==> src/rtl/disp_pkg.sv <==
// Shared display types, the blank code and the leading-zero blanking helper.
package disp_pkg;

    localparam logic [3:0]  BLANK_CODE = 4'hF;
    localparam int unsigned MAX_DIGITS = 8;
    localparam int unsigned MAX_W      = 4 * MAX_DIGITS;

    typedef enum logic {
        ST_BLANK,
        ST_SCAN
    } state_t;

    // Replace zero digits above the most significant nonzero digit with BLANK_CODE; digit 0 is kept.
    function automatic logic [MAX_W-1:0] lz_blank(input logic [MAX_W-1:0] digits,
                                                  input int unsigned       n);
        logic [MAX_W-1:0] res;
        logic             leading;
        res     = digits;
        leading = 1'b1;
        for (int unsigned i = MAX_DIGITS - 1; i >= 1; i--) begin
            if (i < n) begin
                if (leading && (digits[4*i +: 4] == 4'h0)) begin
                    res[4*i +: 4] = BLANK_CODE;
                end else begin
                    leading = 1'b0;
                end
            end
        end
        return res;
    endfunction

endpackage

==> src/rtl/scan_tick_gen.sv <==
// Digit-slot prescaler: counts 0..SCAN_DIV-1 and flags the terminal-count cycle.
module scan_tick_gen #(
    parameter int unsigned SCAN_DIV = 1000
) (
    input  logic clk,
    input  logic rst_n,
    input  logic clr,
    input  logic en,
    output logic tick_c
);

    localparam int unsigned CNT_W = (SCAN_DIV > 1) ? $clog2(SCAN_DIV) : 1;

    logic [CNT_W-1:0] cnt_q;

    assign tick_c = en && (cnt_q == CNT_W'(SCAN_DIV - 1));

    always_ff @(posedge clk) begin
        if (!rst_n) begin
            cnt_q <= '0;
        end else if (clr || tick_c) begin
            cnt_q <= '0;
        end else if (en) begin
            cnt_q <= cnt_q + CNT_W'(1);
        end
    end

endmodule

==> src/rtl/bcd_display_scanner.sv <==
// Multiplexes NUM_DIGITS packed BCD digits onto a shared bcd bus with one-hot digit enables.
// Optional LEADING_ZERO_BLANK_EN blanks leading zero digits on the bcd output path.
module bcd_display_scanner
    import disp_pkg::*;
#(
    parameter int unsigned NUM_DIGITS = 4,
    parameter int unsigned SCAN_DIV   = 1000
) (
    input  logic                    clk,
    input  logic                    rst_n,
    input  logic                    load,
    input  logic [4*NUM_DIGITS-1:0] load_data,
    output logic                    ready,
    output logic [3:0]              bcd,
    output logic [NUM_DIGITS-1:0]   digit_en,
    output logic                    frame_done
);

    localparam int unsigned DW    = 4 * NUM_DIGITS;
    localparam int unsigned IDX_W = $clog2(NUM_DIGITS);

    state_t                state_q, state_n;
    logic [IDX_W-1:0]      idx_q, idx_n;
    logic [DW-1:0]         active_q, active_n;
    logic [DW-1:0]         pdata_q, pdata_n;
    logic                  pend_q, pend_n;
    logic [3:0]            bcd_n;
    logic [NUM_DIGITS-1:0] digit_en_n;
    logic                  frame_done_n;
    logic                  ready_n;
    logic                  transfer_c;
    logic                  tick_c;
    logic [MAX_W-1:0]      disp_c;

    scan_tick_gen #(
        .SCAN_DIV (SCAN_DIV)
    ) u_tick (
        .clk    (clk),
        .rst_n  (rst_n),
        .clr    (state_q == ST_BLANK),
        .en     (state_q == ST_SCAN),
        .tick_c (tick_c)
    );

    // Next-state and registered-output logic; bcd/digit_en are derived from the next idx/data.
    always_comb begin
        state_n      = state_q;
        idx_n        = idx_q;
        active_n     = active_q;
        pdata_n      = pdata_q;
        pend_n       = pend_q;
        frame_done_n = 1'b0;
        transfer_c   = load && ready;

        case (state_q)
            ST_BLANK: begin
                if (transfer_c) begin
                    state_n  = ST_SCAN;
                    active_n = load_data;
                    idx_n    = '0;
                end
            end
            ST_SCAN: begin
                if (tick_c) begin
                    if (idx_q == IDX_W'(NUM_DIGITS - 1)) begin
                        idx_n        = '0;
                        frame_done_n = 1'b1;
                        if (pend_q) begin
                            active_n = pdata_q;
                            pend_n   = 1'b0;
                        end
                    end else begin
                        idx_n = idx_q + IDX_W'(1);
                    end
                end
                // Only reachable with pend_q=0, so a same-cycle wrap never commits this data.
                if (transfer_c) begin
                    pdata_n = load_data;
                    pend_n  = 1'b1;
                end
            end
            default: state_n = ST_BLANK;
        endcase

`ifdef LEADING_ZERO_BLANK_EN
        disp_c = lz_blank(MAX_W'(active_n), NUM_DIGITS);
`else
        disp_c = MAX_W'(active_n);
`endif

        if (state_n == ST_SCAN) begin
            bcd_n      = disp_c[{idx_n, 2'b00} +: 4];
            digit_en_n = NUM_DIGITS'(1) << idx_n;
        end else begin
            bcd_n      = BLANK_CODE;
            digit_en_n = '0;
        end
        ready_n = !pend_n;
    end

    always_ff @(posedge clk) begin
        if (!rst_n) begin
            state_q    <= ST_BLANK;
            idx_q      <= '0;
            active_q   <= '0;
            pdata_q    <= '0;
            pend_q     <= 1'b0;
            bcd        <= BLANK_CODE;
            digit_en   <= '0;
            frame_done <= 1'b0;
            ready      <= 1'b1;
        end else begin
            state_q    <= state_n;
            idx_q      <= idx_n;
            active_q   <= active_n;
            pdata_q    <= pdata_n;
            pend_q     <= pend_n;
            bcd        <= bcd_n;
            digit_en   <= digit_en_n;
            frame_done <= frame_done_n;
            ready      <= ready_n;
        end
    end

endmodule

==> config.mk <==
export PLATFORM = sky130hd
export DESIGN_NAME = bcd_display_scanner
export DESIGN_NICKNAME = d
export VERILOG_FILES = /design/src/rtl/disp_pkg.sv /design/src/rtl/scan_tick_gen.sv /design/src/rtl/bcd_display_scanner.sv
export SDC_FILE = /design/constraint.sdc
export NUM_CORES = 1
export LEC_CHECK = 0
export CAP_MARGIN = 20
export CELL_PAD_IN_SITES_DETAIL_PLACEMENT = 1
export CELL_PAD_IN_SITES_GLOBAL_PLACEMENT = 1
export CORE_MARGIN = 1
export CORE_UTILIZATION = 41
export CTS_CLUSTER_SIZE = 12
export DETAILED_ROUTE_END_ITERATION = 6
export MAX_ROUTING_LAYER = met4
export PLACE_DENSITY = 0.74
export SYNTH_ARGS = -nofsm -noshare
export SYNTH_HDL_FRONTEND = slang
export SYNTH_SLANG_ARGS = --single-unit
==> constraint.sdc <==
create_clock -name clk -period 2.25 [get_ports clk]
set_input_delay 0.45 -clock clk [delete_from_list [all_inputs] [get_ports clk]]
set_output_delay 0.45 -clock clk [all_outputs]
set_load 0.1 [all_outputs]
==> results.md <==
- Clock Skews: 0.009783 ns
- Yosys Warn Count: 0
- Post-Synth Simple-Gate Area: 25.74%
- Sw power: 0.0005583 W
- FFs w/ async S/R, synth: 0%
- Drt wl/cell: 15.46 um
- Reg2Reg Setup Slack: 0.12 ns
- Least-Margin Pin Slew: 0.4567 ns
- Area of the multi-input gates: 1184 um2
- CTS H-tree depth: 2
- Crit Path Max Fanout: 7
- Status: finished clean
- Post-synth top area share: 47.36%
- Via count: 2060
- Sequential-to-total area share from yosys stat: 47.36%
- Slew HR: 69.42%
- Type of the worst min-delay path: reg -> reg
- CP Capture Type: register
- Max incr delay on CP: 0.40 ns
- Synth cell types: 45
- Initial antenna violation count: 0
- Synth Area in Compound Gates: 17.12%
- Root Buffer: clkbuf_8
- Vias in the first global route: 2072
- Leak Pwr: 1.118 nW
- Tmin final: 2.133 ns
- Pint: 0.001418 W
- Cell count after placement: 377
- Largest area contributor in the netlist: dfxtp_1
- Layout fillers: 686
- Post-Syn Area: 2367 um2
- Worst hold margin: 0.4370 ns
- Worst R2R Path Depth: 7
- RSZ-0062 raised after global routing: false
- Register area: 1125 um2
- Synth area leaders: dfxtp_1 (47%), nand2_1 (7.0%), a21oi_1 (4.9%), nor2_1 (4.4%), and2_1 (2.4%)
- Worst Hold Launch: u_tick.cnt_q[0]
- Worst path slowest cell: a311oi_4
- Post-route ant nets: 0
- Die area: 6082 um2
- RR Endpoint: bcd[2]
- Reg2reg start: u_tick.cnt_q[0]
- Avg Vias per Cell: 5.337
- Std cell rows: 27
- Clk_lat worst skew: 0.32 ns
- Critical Path AT: 2.40 ns
- Initial Utilization: 42.73%
- Post-synthesis mux area share: 3.541%
- Syn_area_per_cell: 8.800 um2
- Number of synthesized flops with an enable pin: 0
- DP HPWL: 4489 um
- Syn_nets: 290
- Final hold viol count: 0
- CTS tree: built
- Clk sinks: 56
- Share of power burned in registers: 53.8%
- Clk pwr share: 29.7%
- Reg clk slew, reported paths: 0.10 ns
- Gr usage total: 22.20%
- Total CTS buffers: 5
- Layout cells sized above 1: 17.52%
- Non-Filler Instances: 386
- Layout Nets: 334
- DRC viols: 0
- Max-slew violations: 0
- Sw Share: 28.25%
- Main combinational cell family by area after synthesis: simple AND/OR/NAND/NOR gates
- 1st-iter DRT viols: 59
- Number of synthesized register bits: 56
- Largest net degree at the start of global routing: 25
- Logic pwr share: 16.5%
- GPL Wtd Cong: 0.8717
- Worst hold stages: 1
- Hold Path Sink: u_tick.cnt_q[0]
- First-pass GRT wire length: 10100 um
- Max Freq: 0.4688 GHz
- Main synth FF type: dfxtp_1
- CP Launch Point: u_tick.cnt_q[0]
- Final setup fails: 0
- Post-Synth Adder-Cell Area: 1.057%
- Drt total wl: 5968 um
- Max Cap Viol: 0
- Clock Tree Buf Depth: 2
- PortBufs: 28
- Die Y: 77.99 um
- Worst setup SP type: register
- Total global routing overflow: 0
- Synth-to-layout area growth: 23.84%
- Most frequent cells in the layout: dfxtp_1 (53), nand2_1 (44), buf_4 (31)
- Diodes inserted: 0
- Drt first pass iters: 4
- Synth Area in XOR/XNOR: 2.220%
- Pwr Density: 674.1 nW/um2
- Most common library cell in the layout ignoring fill and taps: dfxtp_1
- Crit path kind: reg -> reg
- Period utilization: 94.80%
- Gate Count Post-Synth: 269
- IO Pins: 29
- Data required, critical path: 2.51 ns
- Worst IR drop on VDD: 0.2741 mV
- CTS Hold Bufs: 0
- Worst path cell trace: ha_2 -> and4bb_4 -> and3_4 -> a311oi_4 -> mux2_2 -> o21ai_0 -> o221a_1
- Core area: 5540 um2
- Die width: 77.99 um
-- timing repair --
action	CTS	global route
setup buffers	1	0
pin swaps	0	1
gates resized for setup	0	5
setup endpoints to repair	2	4
-- flip-flops by register name, indices dropped and copies added (netlist names), named ones only --
name	count
active_q	16
bcd	4
digit_en	4
frame_done	1
idx_q	2
pdata_q	16
ready	1
state_q	1
u_tick.cnt_q	10
-- worst max-delay path, delay by kind of cell, from the launching register on --
family                   cells  cell delay [ns]
AO/OA/AOI/OAI                3             0.75
adder cells (fa/ha/maj)      1             0.20
flip-flops                   1             0.34
multiplexers                 1             0.38
AND/OR/NAND/NOR              2             0.41
-- Yosys cell counts, drive strengths merged (6+ instances only) --
cell / count
a21oi: 23
nand4: 7
clkbuf: 10
dfxtp: 56
inv: 6
nor3: 7
xor2: 6
o21ai: 11
nor2: 28
and2: 9
nand2: 44
mux2i: 6
-- cells by family after synthesis --
family	count (synthesis)
DFF	56
adders and majority gates	2
xor gates and xnor gates	6
and+or+nand+nor	122
buffers and inverters	18
muxes	7
AOI/OAI and AO/OA	58
-- routing by layer --
metal,track usage [%],wire length (um)
met1,28.13,2861
met2,35.22,2759
met3,4.000,214
met4,8.519,132
met5,-,0
-- final cells by class --
type                            instances  area share [%]
Clock buffer                            6           2.817
Clock inverter                          2          0.5122
Timing Repair Buffer                   49           14.08
Inverter                                6          0.7682
Multi-Input combinational cell        195           40.38
Sequential cell                        56           38.37
Tap cell                               72           3.073
-- power by group through the flow --
stage	logic, W	registers, W	clock network, W
2_1_floorplan	0.000137	0.00115	0
3_3_place_gp	0.000322	0.00109	0
3_5_place_dp	0.000327	0.00109	0
4_1_cts	0.000329	0.00106	0.000605
5_1_grt	0.000353	0.00107	0.000645
6_report	0.000325	0.00106	0.000587
-- worst max-delay path by stage --
stage             end  slack, ns  cells after the start
2_1_floorplan  bcd[2]       0.25                      6
3_3_place_gp   bcd[2]      -0.06                      7
3_5_place_dp   bcd[2]      -0.10                      7
4_1_cts        bcd[2]       0.04                      7
5_1_grt        bcd[2]       0.01                      7
6_report       bcd[2]       0.12                      7
-- per-stage QoR --
step	setup TNS, ns	power [W]	utilization [%]	setup WS [ns]	cell area (um2)
2_1_floorplan	0	0.001285	-	0.2488	2369
6_report	0	0.001976	52.91	0.1170	2932
3_3_place_gp	-0.1128	0.001407	50.84	-0.06137	2816
5_1_grt	0	0.002067	52.91	0.01308	2932
4_1_cts	0	0.001998	52.73	0.04437	2922
3_5_place_dp	-0.2360	0.001414	50.84	-0.1012	2816
No activity file was read; power rests on OpenSTA's default activity.
